--- config.mk ---
export PLATFORM = sky130hd
export DESIGN_NAME = ap_host_ctrl
export DESIGN_NICKNAME = d
export VERILOG_FILES = /design/src/rtl/ap_host_ctrl.sv
export SDC_FILE = /design/constraint.sdc
export NUM_CORES = 1
export LEC_CHECK = 0
export ABC_AREA = 0
export CAP_MARGIN = 20
export CORE_AREA = 2 2 92 94
export CTS_CLUSTER_DIAMETER = 100
export DETAILED_ROUTE_END_ITERATION = 16
export DIE_AREA = 0 0 94 96
export PLACE_DENSITY_LB_ADDON = 0.12
export SLEW_MARGIN = 20
export SYNTH_ARGS = -nofsm -noshare
export SYNTH_HDL_FRONTEND = slang
export SYNTH_SLANG_ARGS = --single-unit
--- constraint.sdc ---
create_clock -name CLK100MHZ -period 4.4 [get_ports CLK100MHZ]
set_clock_uncertainty 0.15 [all_clocks]
set_input_delay 1.32 -clock CLK100MHZ [delete_from_list [all_inputs] [get_ports CLK100MHZ]]
set_output_delay 1.32 -clock CLK100MHZ [all_outputs]
set_load 0.005 [all_outputs]
--- src/rtl/ap_host_ctrl.sv ---
`default_nettype none
// +----------------------------------------------------------------------------+
// | ap_host_ctrl : loads operand columns A/B into an associative processor,      |
// | runs its OR pass and streams column C back.  Rev 1.0                         |
// +----------------------------------------------------------------------------+
module ap_host_ctrl #(
  parameter int WORD_SIZE  = 8,
  parameter int CELL_QUANT = 512,
  parameter int ADDR_W     = 10,
  parameter int RD_LAT     = 2,
  parameter int TIMEOUT    = 64
) (
  input  logic                 CLK100MHZ,
  input  logic                 rst,
  input  logic                 start,
  input  logic [ADDR_W:0]      n_cells,
  input  logic                 opnd_valid,
  output logic                 opnd_ready,
  input  logic [WORD_SIZE-1:0] opnd_a,
  input  logic [WORD_SIZE-1:0] opnd_b,
  output logic                 res_valid,
  input  logic                 res_ready,
  output logic [WORD_SIZE-1:0] res_data,
  output logic                 busy,
  output logic                 done,
  output logic                 err,
  output logic                 ap_rst,
  output logic                 ap_mode,
  output logic [2:0]           ap_cmd,
  output logic [1:0]           ap_sel_col,
  output logic                 ap_sel_internal_col,
  output logic [ADDR_W-1:0]    ap_addr,
  output logic [WORD_SIZE-1:0] ap_wdata,
  output logic                 ap_write_en,
  output logic                 ap_read_en,
  input  logic [WORD_SIZE-1:0] ap_rdata,
  input  logic                 ap_irq
);

  localparam int              c_CNT_W     = ADDR_W + 1;
  localparam logic [c_CNT_W-1:0] c_ONE       = c_CNT_W'(1);
  localparam logic [c_CNT_W-1:0] c_CELLS     = c_CNT_W'(CELL_QUANT);
  localparam logic [c_CNT_W-1:0] c_TMO_LAST  = c_CNT_W'(TIMEOUT - 1);
  localparam logic [c_CNT_W-1:0] c_WAIT_LAST = (RD_LAT > 1) ? c_CNT_W'(RD_LAT - 2) : '0;

  typedef enum logic [3:0] {
    S_IDLE     = 4'd0,
    S_CLEAR    = 4'd1,
    S_LOAD_A   = 4'd2,
    S_LOAD_B   = 4'd3,
    S_RUN      = 4'd4,
    S_RD_ISSUE = 4'd5,
    S_RD_WAIT  = 4'd6,
    S_RD_OUT   = 4'd7,
    S_FIN      = 4'd8
  } state_t;

  state_t                 r_state;
  state_t                 w_next;
  logic [c_CNT_W-1:0]     r_cnt;
  logic [c_CNT_W-1:0]     r_n;
  logic [c_CNT_W-1:0]     r_timer;
  logic [WORD_SIZE-1:0]   r_b;
  logic [WORD_SIZE-1:0]   r_res;
  logic                   r_err;
  logic                   r_err_done;
  logic                   w_n_ok;
  logic                   w_last;

  assign w_n_ok = (n_cells != '0) && (n_cells <= c_CELLS);
  assign w_last = (r_cnt == (r_n - c_ONE));

  assign res_data            = r_res;
  assign err                 = r_err;
  assign ap_cmd              = 3'b000;
  assign ap_sel_internal_col = 1'b0;

  always_ff @(posedge CLK100MHZ or posedge rst) begin
    if (rst) begin
      r_state <= S_IDLE;
    end else begin
      r_state <= w_next;
    end
  end

  always_comb begin
    w_next      = r_state;
    busy        = 1'b1;
    done        = 1'b0;
    opnd_ready  = 1'b0;
    res_valid   = 1'b0;
    ap_rst      = 1'b0;
    ap_mode     = 1'b0;
    ap_sel_col  = 2'd0;
    ap_addr     = '0;
    ap_wdata    = '0;
    ap_write_en = 1'b0;
    ap_read_en  = 1'b0;
    case (r_state)
      S_IDLE: begin
        busy = 1'b0;
        done = r_err_done;
        if (start && w_n_ok) w_next = S_CLEAR;
      end
      S_CLEAR: begin
        ap_rst = 1'b1;
        w_next = S_LOAD_A;
      end
      S_LOAD_A: begin
        opnd_ready = 1'b1;
        // Column A is written in the handshake cycle itself; B follows from r_b.
        if (opnd_valid) begin
          ap_write_en = 1'b1;
          ap_addr     = r_cnt[ADDR_W-1:0];
          ap_wdata    = opnd_a;
          w_next      = S_LOAD_B;
        end
      end
      S_LOAD_B: begin
        ap_write_en = 1'b1;
        ap_sel_col  = 2'd1;
        ap_addr     = r_cnt[ADDR_W-1:0];
        ap_wdata    = r_b;
        w_next      = w_last ? S_RUN : S_LOAD_A;
      end
      S_RUN: begin
        ap_mode = 1'b1;
        if (ap_irq)                       w_next = S_RD_ISSUE;
        else if (r_timer == c_TMO_LAST)   w_next = S_FIN;
      end
      S_RD_ISSUE: begin
        ap_read_en = 1'b1;
        ap_sel_col = 2'd2;
        ap_addr    = r_cnt[ADDR_W-1:0];
        w_next     = S_RD_WAIT;
      end
      S_RD_WAIT: begin
        if (r_timer == c_WAIT_LAST) w_next = S_RD_OUT;
      end
      S_RD_OUT: begin
        res_valid = 1'b1;
        if (res_ready) w_next = w_last ? S_FIN : S_RD_ISSUE;
      end
      S_FIN: begin
        done   = 1'b1;
        w_next = S_IDLE;
      end
      default: w_next = S_IDLE;
    endcase
  end

  always_ff @(posedge CLK100MHZ or posedge rst) begin
    if (rst) begin
      r_cnt      <= '0;
      r_n        <= '0;
      r_timer    <= '0;
      r_b        <= '0;
      r_res      <= '0;
      r_err      <= 1'b0;
      r_err_done <= 1'b0;
    end else begin
      r_err_done <= 1'b0;
      case (r_state)
        S_IDLE: begin
          if (start) begin
            if (w_n_ok) begin
              r_n   <= n_cells;
              r_err <= 1'b0;
            end else begin
              r_err      <= 1'b1;
              r_err_done <= 1'b1;
            end
          end
        end
        S_CLEAR:  r_cnt <= '0;
        S_LOAD_A: if (opnd_valid) r_b <= opnd_b;
        S_LOAD_B: begin
          r_timer <= '0;
          r_cnt   <= w_last ? '0 : r_cnt + c_ONE;
        end
        S_RUN: begin
          r_timer <= r_timer + c_ONE;
          if (!ap_irq && (r_timer == c_TMO_LAST)) r_err <= 1'b1;
        end
        S_RD_ISSUE: r_timer <= '0;
        S_RD_WAIT: begin
          r_timer <= r_timer + c_ONE;
          if (r_timer == c_WAIT_LAST) r_res <= ap_rdata;
        end
        S_RD_OUT: if (res_ready && !w_last) r_cnt <= r_cnt + c_ONE;
        default: ;
      endcase
    end
  end

endmodule
`default_nettype wire

After elaboration in Yosys (flattened, before gate mapping):

Index checks and enable logic that the tools add are counted.

* add/subtract/negate cells: 3
* $lt $le $gt $ge: 1
* eq/ne operators: 18
* multiplexer cells: 33
* reductions and logical operators: 20

Operators by type and width (number)
* $pmux 11 s3: 1
* $pmux 4 s8: 1
* $mux 4: 7
* $add 11x1->11 const B: 2
* $mux 11: 2
* $pmux 11 s2: 1
* $pmux 10 s2: 1
* $eq 4x3->1 const B: 4
* $pmux 8 s2: 1
* $ne 2x2->1 const B: 7
* $mux 1: 12
* $eq 11x11->1: 1
* $eq 11x6->1 const B: 1
* $le 11x10->1 const B: 1
* $logic_not 11->1: 1
* $reduce_bool 11->1: 1
* $sub 11x1->11 const B: 1
* $mux 10: 1
* $eq 4x2->1 const B: 2
* $mux 8: 1
* $pmux 1 s2: 3
* $reduce_and 2->1: 3
* $reduce_and 3->1: 2
* $reduce_and 5->1: 1
* other kinds (11): 17

* flip-flop bits (word level): 55
* input bits: 41
* output and inout port bits: 41
* logic and storage cells: 83

Depth between registers and ports, before layout:

Gate-level depths: netlist of run 1.

* word-level depth: 6
* mapped depth: 10
* depth with buffers taken out: 9

Least setup slack after synthesis of run 1:

Ideal clock, no wire load.

* path type: in2out
* from: input opnd_valid
* to: output ap_addr[0]
* arrival time: 2.050 ns
* path slack: 0.880 ns
* cell stages on the path: 4
* buffers on the path: 1
* cells stage by stage: nand2_1 -> and2_1 -> clkbuf_1 -> nor2b_1

* cells in the longest elaborated chain, start to end: 2

RTL lines
* start, declared: RTL line 17 `input logic opnd_valid,`
* $mux 10: RTL line 112 `if (opnd_valid) begin`
* $pmux 10 s2: RTL line 99 `case (r_state)`
* end, declared: RTL line 32 `output logic [ADDR_W-1:0] ap_addr,`

No other way between the ends.

Worst setup path after layout of run 1:

* from: input opnd_valid
* to: output ap_addr[7]

Same word-level chain as after synthesis.

==> out/results.tsv, run 1 <==
stage	metric	value	unit
run_status	outcome	complete, no violations	
placed_design	post-place-ws	0.04151	ns
cells_and_area	post-route-util	54.19	%
global_routing	grt_max_degree	36	
floorplan	rows	33	
sta	rsz0062_at_grt	no	
placed_design	placed_cells	545	
floorplan	die_area	0.009024	mm2
placed_design	io_buffers	77	
synthesis	synth_edf_count	0	
route	ant_nets	0	
sta	timing.setup.tns	0	ns
route	drcViolationCount	0	
setup_path	cp.arrival	2.82	ns
floorplan	start_util	41.52	%
sta	maxSlewViolCount	0	
setup_path	endpoint_kind	primary output	
sta	hold_violations	0	
synthesis	yosysTopAreaCellShare	41.17	%
setup_path	critPathMostFrequentCell	clkdlybuf4s50_1	
route	viasPerCell	5.280	
placed_design	gp_congestion	0.8350	
route	post_drt_wl_per_cell	14.75	um
global_routing	grt_overflow_total	0	
global_routing	grt_pass1_vias	2850	
global_routing	grt_pass1_wl	13.57	mm
synthesis	synth-async-reset-ratio	100.0	%
cells_and_area	layout.cells.non_filler	553	
cells_and_area	antenna_cells	0	
setup_path	cp.buffers_inverters	2	
clock_network	insertion_delay	0.32	ns
synthesis	ys.flop_type	dfrtp_1	
sta	max_slew_margin	39.77	%
route	vias	2920	
sta	fin_ws	0.1118	ns
clock_network	clkSinkCount	55	
clock_network	root_buffer	clkbuf_8	
floorplan	dieHeight	96	um
setup_path	crit_type	input pin to primary output	
route	first_pass_iters	4	
cells_and_area	final_cell_mix	clkdlybuf4s50_1 (77), dfrtp_1 (55), nor2_1 (35)	
sta	tightest_slew	0.9016	ns
cells_and_area	finalNetCount	492	
setup_path	cp_cell_sequence	clkdlybuf4s50_1 -> nand2_1 -> and2_2 -> nor2b_1 -> clkdlybuf4s50_1	
clock_network	htreeDepth	2	
run	drv_cap	0	
synthesis	synth_cells	365	
sta	fmax	0.2332	GHz
synthesis	ys_seq_elements	55	
power_and_ir_drop	p_leak	1.750	nW
placed_design	dp_hpwl	6.140	mm
synthesis	synth_area	0.003343	mm2
clock_network	cts-buffers-inserted	5	
route	drtIter0Drc	154	
synthesis	synth_area_leader_cell	dfrtp_1	
power_and_ir_drop	pwr_density_cell	551.2	mW/mm2
floorplan	ios	82	
setup_path	slowest_delay	0.51	ns
clock_network	post-cts-setup-buffers	0	
power_and_ir_drop	ir_drop	0.0002546	V
synthesis	ys_types	55	
floorplan	die_w	94	um
setup_path	slowest_stage	clkdlybuf4s50_1	
clock_network	cts.reportedPaths.clkPinSlew	0.10	ns
floorplan	core-area	0.008051	mm2
setup_path	cp_max_fo	10	
synthesis	ys_seq_area_share	41.17	%
cells_and_area	fill_cells	735	
global_routing	antenna_found_initial	0	
sta	layout_min_cycle_time	4.288	ns
synthesis	synth.avg_cell_area	9.159	um2
synthesis	yosysWarningCount	0	
cells_and_area	area_growth	30.50	%
setup_path	crit_path_start_kind	input pin	
global_routing	grt_use_total	19.08	%
sta	post-route-period-util	97.46	%
route	drt_wl_total	8.154	mm
clock_network	cts_tree	yes	
synthesis	synth_area_leaders	dfrtp_1 (41%), mux2_2 (8.1%), nor2_1 (3.9%), o21ai_0 (3.3%), nand2_1 (2.9%)	
cells_and_area	layout-drive-gt1-share	11.16	%
cells_and_area	layout_commonest_cell	clkdlybuf4s50_1	
setup_path	crit_family	buffers and inverters	
clock_network	cts_buffer_depth	2	
setup_path	critPathRequiredTime	2.93	ns
hold_path	hp-class	register to register	
sta	finalSetupViolCount	0	
-- cell families after synthesis --
logic type / count (synthesis) / synth area share [%]
and+or+nand+nor: 139 / 21.41
AOI/OAI and AO/OA: 87 / 17.22
DFF: 55 / 41.17
muxes: 34 / 11.12
buffers and inverters: 32 / 4.079
xor gates and xnor gates: 13 / 3.406
adders and majority gates: 4 / 1.497
other: 1 / 0.1122
-- worst register-to-register path, cell delays in order, from the launching register on --
cell and delay, ns:
dfrtp_1 0.46, inv_1 0.10, ha_1 0.18, or3b_4 0.42
or3_1 0.38, a2111o_1 0.46, a2111oi_4 0.61, a21boi_1 0.41
nor2_1 0.32, nor3_1 0.09
-- layer usage --
metal  track usage [%]  vias to the layer above  part of all wire, %
met4             5.676                        0                  1.6
met2             31.67                       86                   47
met5                 0                        -                    0
met1             25.34                     1350                   47
met3             3.915                       12                  5.2
li1                  -                     1472                    -
-- sequential cells by signal (all words and copies together) (netlist names) --
name	cells
err	1
r_b	8
r_cnt	11
r_err_done	1
r_n	11
r_state	4
r_timer	11
res_data	8
-- through the flow --
step	cell area [um2]	power, mW	hold slack, ns
after floorplan	3354	1.626	0.2963
after global placement	4277	2.111	0.3176
after detailed placement	4277	2.135	0.3181
after CTS	4362	2.428	0.3326
after global routing	4363	2.603	0.3668
final	4363	2.405	0.3264
-- repair_timing --
| item | CTS | global route |
|---|---|---|
| hold buffers | 0 | 0 |
| setup endpoints to repair | 0 | 10 |
| hold endpoints to repair | 0 | 0 |
| resized for setup | 0 | 1 |
-- cell usage after synthesis (9+ instances only) --
library cell	n
dfrtp_1	55
nor2_1	35
nand2_1	26
mux2_2	24
o21ai_0	22
a21oi_1	17
nand3_1	15
inv_1	14
nor2b_1	13
clkbuf_1	12
nor3_1	12
mux2i_1	9
-- report_power, final --
group | total (mW) | internal, mW | switching [mW]
clock network | 0.285 | 0.112 | 0.173
logic | 1.26 | 0.641 | 0.615
registers | 0.864 | 0.678 | 0.186
-- final timing paths --
| check | from | endpoint | slack [ns] | depth (start not counted) |
|---|---|---|---|---|
| worst max register to register | r_n[0] | r_cnt[3] | 0.69 | 9 |
| worst min-delay path | r_timer[10] | r_timer[10] | 0.33 | 1 |
| worst max-delay path | opnd_valid | ap_addr[7] | 0.11 | 5 |
| worst min register to register | r_timer[10] | r_timer[10] | 0.33 | 1 |
| min in group asynchronous | rst | r_timer[7] | 1.29 | 2 |
| max in group asynchronous | rst | r_state[2] | 2.15 | 3 |
-- final cells by class --
cell class	count	area [um2]	area share, %
clock inverter	2	12.51	0.2868
sequential	55	1376	31.55
multi-input combinational	281	1849	42.39
timing repair buffer	90	868.3	19.90
inverter	14	52.55	1.204
clock buffer	6	72.57	1.663
tap	105	131.4	3.011
No activity file was read; power rests on OpenSTA's default activity.
==> inputs of run 2 (changes only) <==
--- a/config.mk
+++ b/config.mk
@@ -8,6 +8,7 @@
 export ABC_AREA = 0
 export CAP_MARGIN = 20
 export CORE_AREA = 2 2 92 94
+export CTS_BUF_LIST = sky130_fd_sc_hd__clkbuf_8
 export CTS_CLUSTER_DIAMETER = 100
 export DETAILED_ROUTE_END_ITERATION = 16
 export DIE_AREA = 0 0 94 96
==> out/results.tsv, run 2 (synthesized netlist as in run 1, its figures left out) <==
stage	metric	value	unit	change
run_status	outcome	complete, no violations		
placed_design	io_buffers	77		unchanged
route	first_pass_iters	4		unchanged
global_routing	antenna_found_initial	0		unchanged
placed_design	gp_congestion	0.8350		unchanged
floorplan	ios	82		unchanged
route	drt_wl_total	8.187	mm	+0.40%
setup_path	crit_path_start_kind	input pin		
floorplan	die_area	0.009024	mm2	unchanged
clock_network	ctsHoldBuffers	0		unchanged
route	drtIter0Drc	154		unchanged
floorplan	start_util	41.52	%	unchanged
global_routing	grt_use_total	19.08	%	unchanged
route	post_drt_wl_per_cell	14.80	um	+0.40%
setup_path	cp.arrival	2.82	ns	about the same
clock_network	cts_buffer_depth	2		unchanged
sta	tightest_slew	0.8982	ns	-0.003379 ns
cells_and_area	layout-drive-gt1-share	11.16	%	unchanged
global_routing	grt_overflow_total	0		unchanged
sta	rsz0062_at_grt	no		
hold_path	min_from	r_timer[10]		
sta	maxSlewViolCount	0		unchanged
cells_and_area	final_cell_mix	clkdlybuf4s50_1 (77), dfrtp_1 (55), nor2_1 (35)		
sta	max_slew_margin	39.99	%	+0.23 points
setup_path	endpoint_kind	primary output		
global_routing	grt_pass1_vias	2850		unchanged
sta	fin_ws	0.1099	ns	-0.001873 ns
setup_path	critPathLaunch	opnd_valid		
sta	hold_violations	0		unchanged
clock_network	cts_tree	yes		
power_and_ir_drop	pwr_density_cell	551.8	mW/mm2	+0.11%
placed_design	dp_hpwl	6.140	mm	unchanged
clock_network	cts-buffers-inserted	5		unchanged
route	viasPerCell	5.277		about the same
clock_network	clkSinkCount	55		unchanged
power_and_ir_drop	ir_drop	0.0002545	V	about the same
setup_path	crit_type	input pin to primary output		
clock_network	cts.reportedPaths.clkPinSlew	0.10	ns	about the same
route	drcViolationCount	0		unchanged
cells_and_area	area_growth	30.50	%	unchanged
setup_path	critPathRequiredTime	2.93	ns	about the same
floorplan	rows	33		unchanged
power_and_ir_drop	p_leak	1.754	nW	+0.24%
global_routing	grt_max_degree	36		unchanged
setup_path	reg2reg_from	r_n[0]		
sta	finalSetupViolCount	0		unchanged
floorplan	core-area	0.008051	mm2	unchanged
floorplan	die_w	94	um	unchanged
clock_network	htreeDepth	2		unchanged
cells_and_area	finalNetCount	492		unchanged
hold_path	hp-class	register to register		
sta	post-route-period-util	97.50	%	about the same
run	drv_cap	0		unchanged
route	vias	2918		-0.068%
route	ant_nets	0		unchanged
cells_and_area	antenna_cells	0		unchanged
hold_path	hold_depth	1		unchanged
cells_and_area	layout_commonest_cell	clkdlybuf4s50_1		
clock_network	insertion_delay	0.32	ns	about the same
setup_path	reg2reg_depth	9		unchanged
sta	layout_min_cycle_time	4.290	ns	+0.001873 ns
placed_design	post-place-ws	0.04151	ns	unchanged
setup_path	cp_max_fo	10		unchanged
global_routing	grt_pass1_wl	13.57	mm	unchanged
sta	timing.setup.tns	0	ns	unchanged
clock_network	root_buffer	clkbuf_8		
cells_and_area	fill_cells	735		unchanged
sta	fmax	0.2331	GHz	about the same
floorplan	dieHeight	96	um	unchanged
cells_and_area	top_regs	r_cnt x11, r_n x11, r_timer x11		
## run 2: cell types whose count changed in the layout (fill, tap and decap cells not counted)
cell	delta
clkbuf_1	-1
inv_1	+1
## run 2: metal layers
layer,global-route usage [%],part of all wire [%],vias up
li1,-,-,1473
met1,25.34,47,1356
met2,31.67,47,77
met3,3.915,5.0,12
met4,5.676,1.6,0
met5,0,0,-
## run 2: per-stage QoR
step	power, mW	hold slack, ns	utilization (%)	instance area (um2)	instances
floorplan	1.626	0.2963	-	3354	368
global placement	2.111	0.3176	53.12	4277	545
detailed placement	2.135	0.3181	53.12	4277	545
CTS	2.426	0.3326	54.17	4362	553
global route	2.601	0.3668	54.19	4363	553
finish	2.407	0.3264	54.19	4363	553
## run 2: power breakdown
group          switching, mW  internal (mW)  leakage (nW)
Clock                  0.173          0.110        0.0453
Combinational          0.618          0.641          1.01
Sequential             0.187          0.678         0.698
Total                  0.979           1.43          1.75
## run 2: area by class of cell
class	instances	area (um2)	area share [%]
clock buffers	5	68.82	1.577
clock inverters	3	16.27	0.3728
inverters	14	52.55	1.204
multi-input cells	281	1849	42.39
flip-flops and latches	55	1376	31.55
well taps	105	131.4	3.011
repair buffers	90	868.3	19.90
## run 2: worst max-delay path, stage by stage
cell and delay (ns):
clkdlybuf4s50_1 0.49, nand2_1 0.08, and2_2 0.26, nor2b_1 0.15, clkdlybuf4s50_1 0.51
## run 2: what timing repair did
item,CTS,global route
resized for setup,0,1
setup endpoints to repair,0,10
buffers inserted,0,0
endpoints found under the hold margin,0,0
## run 2: worst paths after layout
path                               end  slack (ns)
min in group asynchronous   r_timer[7]        1.29
min                        r_timer[10]        0.33
min reg2reg                r_timer[10]        0.33
max                         ap_addr[7]        0.11
max reg2reg                   r_cnt[3]        0.65
max in group asynchronous   r_state[2]        2.15
